$ cat config.mk
export PLATFORM = sky130hd
export DESIGN_NAME = acc_to_bf16_pipe
export DESIGN_NICKNAME = d
export VERILOG_FILES = /design/src/rtl/acc_bf16_pkg.sv /design/src/rtl/acc_bf16_lane.sv /design/src/rtl/acc_to_bf16_pipe.sv
export SDC_FILE = /design/constraint.sdc
export NUM_CORES = 1
export LEC_CHECK = 0
export BUFFER_PORTS_ARGS = -buffer_cell sky130_fd_sc_hd__buf_4
export CAP_MARGIN = 40
export CORE_ASPECT_RATIO = 0.6
export CORE_MARGIN = 3
export CORE_UTILIZATION = 60
export DETAILED_ROUTE_END_ITERATION = 8
export GPL_TIMING_DRIVEN = 0
export PLACE_DENSITY = 0.83
export SYNTH_ARGS = -nofsm -noshare
export SYNTH_HDL_FRONTEND = slang
export SYNTH_SLANG_ARGS = --single-unit
$ cat constraint.sdc
create_clock -name clk -period 10.8 [get_ports clk]
set_clock_uncertainty 0.2 [all_clocks]
set_input_delay 0 -clock clk [delete_from_list [all_inputs] [get_ports clk]]
set_output_delay 0 -clock clk [all_outputs]
set_load 0.01 [all_outputs]
$ cat src/rtl/acc_bf16_pkg.sv
// Shared BF16 constants and rounding-mode encoding for the accumulator-to-BF16 converter.
package acc_bf16_pkg;

  localparam int BF16_W       = 16;
  localparam int BF16_EXP_W   = 8;
  localparam int BF16_MANT_W  = 7;
  localparam int BF16_BIAS    = 127;
  localparam int BF16_EXP_MAX = 255;

  // Signed exponent working width: covers p - FRAC_BITS + bias (+1 carry) over the whole
  // parameter range, with headroom for a larger bias on lane-level overflow checks.
  localparam int EXP_CALC_W = 12;

  localparam logic [BF16_W-1:0] BF16_POS_INF = 16'h7F80;
  localparam logic [BF16_W-1:0] BF16_NEG_INF = 16'hFF80;

  typedef enum logic {
    RM_RNE   = 1'b0,
    RM_TRUNC = 1'b1
  } round_mode_e;

endpackage

$ cat src/rtl/acc_bf16_lane.sv
// One conversion lane: S1 logic (sign/abs/leading-zero count) and S2 logic
// (normalise, round, pack, exception bits). Purely combinational; the top registers between.
module acc_bf16_lane
  import acc_bf16_pkg::*;
#(
  parameter int ACC_W     = 18,
  parameter int FRAC_BITS = 8,
  parameter int EXP_BIAS  = BF16_BIAS,
  localparam int LZW      = $clog2(ACC_W + 1)
) (
  input  logic [ACC_W-1:0]  acc,
  output logic              s1_sign,
  output logic [ACC_W-1:0]  s1_mag,
  output logic [LZW-1:0]    s1_lzc,
  input  logic              s2_sign,
  input  logic [ACC_W-1:0]  s2_mag,
  input  logic [LZW-1:0]    s2_lzc,
  input  logic              s2_rm,
  output logic [BF16_W-1:0] bf16,
  output logic              ovf,
  output logic              unf,
  output logic              inexact
);

  // Exponent of a value whose MSB sits at the top bit of the accumulator.
  localparam int E_OFS = ACC_W - 1 - FRAC_BITS + EXP_BIAS;

  logic [ACC_W-1:0]      norm;
  logic [ACC_W+7:0]      ext;
  logic                  nz;
  logic [6:0]            mant;
  logic                  g_bit;
  logic                  s_bit;
  logic                  inc;
  logic [7:0]            mant_r;
  logic [EXP_CALC_W-1:0] e_pre;
  logic [EXP_CALC_W-1:0] e_post;
  logic                  e_neg;

  // S1: magnitude in ACC_W unsigned bits (most negative input stays exact), then MSB search.
  always_comb begin
    s1_sign = acc[ACC_W-1];
    s1_mag  = s1_sign ? (~acc + ACC_W'(1)) : acc;
    s1_lzc  = LZW'(ACC_W);
    for (int i = 0; i < ACC_W; i++) begin
      if (s1_mag[i]) s1_lzc = LZW'(ACC_W - 1 - i);
    end
  end

  // S2: left-justify, take 7 mantissa bits plus guard/sticky, round, then clamp to inf/zero.
  always_comb begin
    norm   = s2_mag << s2_lzc;
    ext    = {norm, 8'h00};           // zero-extends short magnitudes below the mantissa
    nz     = ext[ACC_W+7];            // hidden one present <=> nonzero input
    mant   = ext[ACC_W+6 -: 7];
    g_bit  = ext[ACC_W-1];
    s_bit  = |ext[ACC_W-2:0];
    inc    = (s2_rm == RM_RNE) && g_bit && (s_bit || mant[0]);
    mant_r = {1'b0, mant} + {7'b0, inc};
    e_pre  = EXP_CALC_W'(E_OFS) - EXP_CALC_W'(s2_lzc);
    e_post = e_pre + EXP_CALC_W'(mant_r[7]);   // mantissa carry-out bumps the exponent
    e_neg  = e_post[EXP_CALC_W-1];

    bf16    = {s2_sign, e_post[7:0], mant_r[6:0]};
    ovf     = 1'b0;
    unf     = 1'b0;
    inexact = g_bit | s_bit;

    if (!nz) begin
      bf16    = '0;
      inexact = 1'b0;
    end else if (!e_neg && (e_post >= EXP_CALC_W'(BF16_EXP_MAX))) begin
      bf16    = s2_sign ? BF16_NEG_INF : BF16_POS_INF;
      ovf     = 1'b1;
      inexact = 1'b1;
    end else if (e_neg || (e_post == '0)) begin
      bf16    = {s2_sign, 15'b0};
      unf     = 1'b1;
      inexact = 1'b1;
    end
  end

endmodule

$ cat src/rtl/acc_to_bf16_pipe.sv
// Multi-lane two-stage accumulator-to-BF16 converter with valid/ready backpressure
// and sticky exception flags.
module acc_to_bf16_pipe
  import acc_bf16_pkg::*;
#(
  parameter int ACC_W     = 18,
  parameter int FRAC_BITS = 8,
  parameter int LANES     = 4
) (
  input  logic                     clk,
  input  logic                     rst_n,
  input  logic                     in_valid,
  output logic                     in_ready,
  input  logic [LANES*ACC_W-1:0]   in_acc,
  input  logic                     round_mode,
  output logic                     out_valid,
  input  logic                     out_ready,
  output logic [LANES*BF16_W-1:0]  out_bf16,
  input  logic                     clr_flags,
  output logic                     flag_ovf,
  output logic                     flag_unf,
  output logic                     flag_inexact
);

  localparam int LZW = $clog2(ACC_W + 1);

  logic                    s1_valid_reg;
  logic                    s1_rm_reg;
  logic [LANES-1:0]        s1_sign_reg;
  logic [LANES*ACC_W-1:0]  s1_mag_reg;
  logic [LANES*LZW-1:0]    s1_lzc_reg;
  logic [LANES-1:0]        s2_ovf_reg;
  logic [LANES-1:0]        s2_unf_reg;
  logic [LANES-1:0]        s2_inx_reg;

  logic [LANES-1:0]        c1_sign;
  logic [LANES*ACC_W-1:0]  c1_mag;
  logic [LANES*LZW-1:0]    c1_lzc;
  logic [LANES*BF16_W-1:0] c2_bf16;
  logic [LANES-1:0]        c2_ovf;
  logic [LANES-1:0]        c2_unf;
  logic [LANES-1:0]        c2_inx;

  logic s2_en;
  logic xfer;

  // S2 may load when empty or draining; S1 may load when empty or moving into S2.
  assign s2_en    = !out_valid || out_ready;
  assign in_ready = !s1_valid_reg || s2_en;
  assign xfer     = out_valid && out_ready;

  for (genvar gi = 0; gi < LANES; gi++) begin : g_lane
    acc_bf16_lane #(
      .ACC_W     (ACC_W),
      .FRAC_BITS (FRAC_BITS)
    ) u_lane (
      .acc     (in_acc[gi*ACC_W +: ACC_W]),
      .s1_sign (c1_sign[gi]),
      .s1_mag  (c1_mag[gi*ACC_W +: ACC_W]),
      .s1_lzc  (c1_lzc[gi*LZW +: LZW]),
      .s2_sign (s1_sign_reg[gi]),
      .s2_mag  (s1_mag_reg[gi*ACC_W +: ACC_W]),
      .s2_lzc  (s1_lzc_reg[gi*LZW +: LZW]),
      .s2_rm   (s1_rm_reg),
      .bf16    (c2_bf16[gi*BF16_W +: BF16_W]),
      .ovf     (c2_ovf[gi]),
      .unf     (c2_unf[gi]),
      .inexact (c2_inx[gi])
    );
  end

  // Stage 1: capture sign, magnitude, leading-zero count and the vector's rounding mode.
  always_ff @(posedge clk or negedge rst_n) begin
    if (!rst_n) begin
      s1_valid_reg <= 1'b0;
      s1_rm_reg    <= 1'b0;
      s1_sign_reg  <= '0;
      s1_mag_reg   <= '0;
      s1_lzc_reg   <= '0;
    end else if (in_ready) begin
      s1_valid_reg <= in_valid;
      if (in_valid) begin
        s1_rm_reg   <= round_mode;
        s1_sign_reg <= c1_sign;
        s1_mag_reg  <= c1_mag;
        s1_lzc_reg  <= c1_lzc;
      end
    end
  end

  // Stage 2: capture packed BF16 words and per-lane exception bits; hold while stalled.
  always_ff @(posedge clk or negedge rst_n) begin
    if (!rst_n) begin
      out_valid  <= 1'b0;
      out_bf16   <= '0;
      s2_ovf_reg <= '0;
      s2_unf_reg <= '0;
      s2_inx_reg <= '0;
    end else if (s2_en) begin
      out_valid <= s1_valid_reg;
      if (s1_valid_reg) begin
        out_bf16   <= c2_bf16;
        s2_ovf_reg <= c2_ovf;
        s2_unf_reg <= c2_unf;
        s2_inx_reg <= c2_inx;
      end
    end
  end

  // Sticky flags accumulate on output transfer; a clear drops history but keeps a same-cycle event.
  always_ff @(posedge clk or negedge rst_n) begin
    if (!rst_n) begin
      flag_ovf     <= 1'b0;
      flag_unf     <= 1'b0;
      flag_inexact <= 1'b0;
    end else if (clr_flags) begin
      flag_ovf     <= xfer && (|s2_ovf_reg);
      flag_unf     <= xfer && (|s2_unf_reg);
      flag_inexact <= xfer && (|s2_inx_reg);
    end else begin
      flag_ovf     <= flag_ovf     || (xfer && (|s2_ovf_reg));
      flag_unf     <= flag_unf     || (xfer && (|s2_unf_reg));
      flag_inexact <= flag_inexact || (xfer && (|s2_inx_reg));
    end
  end

endmodule

==> impl_metrics.py <==
metrics = {
    "detailed_routing": {
        "dr_wl_met2_mm": 19.4,
        "routed.top_layer": "met5",
        "via_per_inst": 6.67,
        "drtIter0Drc": 1875,
        "wirelength_mm": 47.9,
        "antenna_left": 0,
        "wl_per_cell_um": 21.3,
        "vias": 15017,
        "firstDrtPassIters": 6,
        "drc": 0,
        "wl_met1_mm": 21.2,
        "wl_met3_mm": 6.10,
    },
    "global_routing": {
        "antenna_found_initial": 2,
        "grt.overflow.total": 0,
        "grt_pass1_vias": 13716,
        "grt.total_usage": 0.366,
        "grt_pass1_wl_mm": 75.2,
        "grt_start_max_net_pins": 107,
    },
    "yosys": {
        "async_flop_share": 1.00,
        "yosys.area.top_type": "dfrtp_1",
        "synth_seq_area_share": 0.308,
        "synth_edf_count": 0,
        "ys_ff_latch": 178,
        "synth_ff_type": "dfrtp_1",
        "syn_nets": 1783,
        "synth_cells": 1685,
        "ys_warn_count": 0,
        "synth_area_um2": 14500,
        "synth_cell_types": 88,
        "synth_area_per_cell_um2": 8.59,
        "synth_top_cell_area_share": 0.308,
        "yosys-top-cells-area": "dfrtp_1 31%, mux4_2 9.0%, nand2_1 6.4%",
    },
    "job": {
        "drv_cap": 0,
    },
    "finish": {
        "final_util": 0.743,
        "fin_nets": 2020,
        "area_delta_synth_final_pct": 20.1,
        "seqCellArea_um2": 4450,
        "multiInputGateArea_um2": 9260,
        "largest_reg_flops": 72,
        "fin_cells": 2250,
        "layout-drive-gt1-share": 0.144,
        "fillers": 1759,
    },
    "clock_network": {
        "clock_latency_ns": 0.46,
        "clkSinkCount": 178,
        "numCtsBuffers": 17,
        "holdBufCountCts": 100,
        "clock_path_buffers": 2,
        "cts_setup_buffers": 0,
        "post_cts_resized": 0,
        "h-tree-depth": 4,
        "clockRootBuffer": "clkbuf_16",
        "cts_tree": "built",
        "clk_pin_slew_ns": 0.07,
    },
    "min_path": {
        "min_to": "s1_mag_reg[22]$_DFFE_PN0P_",
        "hold_depth": 3,
        "hp-start": "in_acc[22]",
        "hp-class": "input port to register",
    },
    "timing": {
        "setup_viol": 0,
        "tns_ns": 0,
        "fin_crit_sh": 0.408,
        "rsz0062_at_grt": "false",
        "slew_headroom": 0.386,
        "tightest_slew_ns": 0.921,
        "clock.fmax_ghz": 0.227,
        "period_minus_slack_ns": 4.40,
        "hold_viol": 0,
        "maxSlewViolCount": 0,
    },
    "floorplanning": {
        "rows": 43,
        "die_w_um": 207,
        "die_area_um2": 26100,
        "core_area_um2": 23400,
        "io_pins": 147,
        "start_util": 0.618,
        "die_y_um": 126,
    },
    "power": {
        "seqPwrFrac": 0.338,
        "pwr-share-comb": 0.427,
        "intPower_mw": 1.62,
        "p_clk_frac": 0.234,
        "power.density_nw_per_um2": 152,
        "switchingPower_mw": 1.02,
        "sw_frac_of_total": 0.387,
        "p_leak_nw": 7.23,
        "power_mw": 2.65,
        "vdd_ir_drop_max_v": 0.000103,
    },
    "placed_design": {
        "hpwl_mm": 35.2,
        "placed_cells": 2118,
        "gp_congestion": 0.990,
        "port_buffers": 115,
    },
    "setup_path": {
        "cp-start-kind": "register",
        "worstSetupPathType": "register to register",
        "critical_path.max_fanout": 10,
        "r2r-end": "out_bf16[59]$_DFFE_PN0P_",
        "r2r_slack_ns": 6.40,
        "end_kind": "register",
        "cp.arrival_ns": 4.53,
        "worst-r2r-cell-count": 17,
        "r2r_start": "s1_lzc_reg[15]$_DFFE_PN0P_",
        "critPathRequiredTime_ns": 10.93,
    },
    "status": {
        "status": "finished clean",
    },
}
logic make-up after synthesis:
family | after synthesis | share of synthesized area
and+or+nand+nor | 585 | 0.197
muxes | 124 | 0.138
AOI/OAI and AO/OA | 488 | 0.228
adders and majority gates | 20 | 0.0173
xor gates and xnor gates | 98 | 0.0593
DFF | 178 | 0.308
buffers and inverters | 192 | 0.0526
cell usage in the layout, fill, tap and decap left out, drive strengths merged, types with 52 or more instances in the layout:
master / n
dfrtp: 178
clkbuf: 124
o21ai: 161
a21oi: 73
nand2: 248
nor2: 77
a22o: 52
mux4: 58
inv: 59
dlygate4sd3: 99
buf: 149
worst max path at each step:
stage                                     from                  endpoint  slack, ns  cells after the start
detailed placement  s1_lzc_reg[15]$_DFFE_PN0P_  out_bf16[59]$_DFFE_PN0P_       6.48                     17
finish              s1_lzc_reg[15]$_DFFE_PN0P_  out_bf16[59]$_DFFE_PN0P_       6.40                     17
global placement    s1_lzc_reg[15]$_DFFE_PN0P_  out_bf16[59]$_DFFE_PN0P_       6.63                     17
global route        s1_lzc_reg[15]$_DFFE_PN0P_  out_bf16[59]$_DFFE_PN0P_       5.99                     17
floorplan           s1_lzc_reg[15]$_DFFE_PN0P_  out_bf16[59]$_DFFE_PN0P_       7.30                     17
CTS                 s1_lzc_reg[15]$_DFFE_PN0P_  out_bf16[59]$_DFFE_PN0P_       6.47                     17
power groups by stage:
| stage | Sequential, mW | Clock [mW] | Combinational [mW] |
|---|---|---|---|
| floorplan | 0.887 | 0 | 0.708 |
| global route | 0.906 | 0.656 | 1.22 |
| global placement | 0.892 | 0 | 1.04 |
| detailed placement | 0.900 | 0 | 1.06 |
| finish | 0.895 | 0.620 | 1.13 |
| CTS | 0.888 | 0.627 | 1.10 |
stage by stage:
step,setup WS [ns],area (µm²),hold slack [ns]
floorplan,7.30,14500,-0.496
global placement,6.63,15700,0.00659
detailed placement,6.48,15800,-0.203
CTS,6.47,17400,0.0105
global route,5.99,17400,0.0925
finish,6.40,17400,0.0423
area by class of cell:
type / count / share of cell area
Clock buffer: 19 / 0.0261
Timing Repair Buffer: 218 / 0.112
Buffer: 135 / 0.0315
Multi-Input combinational cell: 1315 / 0.532
Clock inverter: 12 / 0.00698
Inverter: 57 / 0.0123
Tap cell: 315 / 0.0227
Sequential cell: 178 / 0.256
Antenna cell: 1 / 0.000144
synth_stat cells, types with 18 or more instances:
cell and count:
xor2_1 49, nor2_1 77, xnor2_1 49, a22o_1 52
mux2i_1 45, nand3_1 42, clkbuf_1 105, nor2b_1 22
ha_1 20, or3_1 21, a31oi_1 18, o21ai_0 157
mux2_2 20, dfrtp_1 178, mux4_2 58, nand2b_1 24
nor3_1 34, inv_1 51, o31ai_1 26, nand2_1 247
a21oi_1 73
worst max-delay path, cell delays in order, from the launching register on:
cell	delay, ns
dfrtp_1	0.42
buf_2	0.25
buf_4	0.25
buf_2	0.32
clkbuf_1	0.50
inv_1	0.15
nand2_1	0.10
a31oi_1	0.13
a221oi_1	0.41
nand4_1	0.20
nor3b_1	0.24
ha_1	0.23
ha_1	0.27
a21boi_0	0.11
o21ai_0	0.16
nand2_1	0.09
xnor2_1	0.16
o21ai_0	0.09
layer usage:
metal	vias to the layer above	GRT usage
met5	-	0
met4	2	0.104
met3	122	0.120
met2	962	0.492
met1	7206	0.561
li1	6725	-
Note: power is estimated with default switching activity, not from simulation.
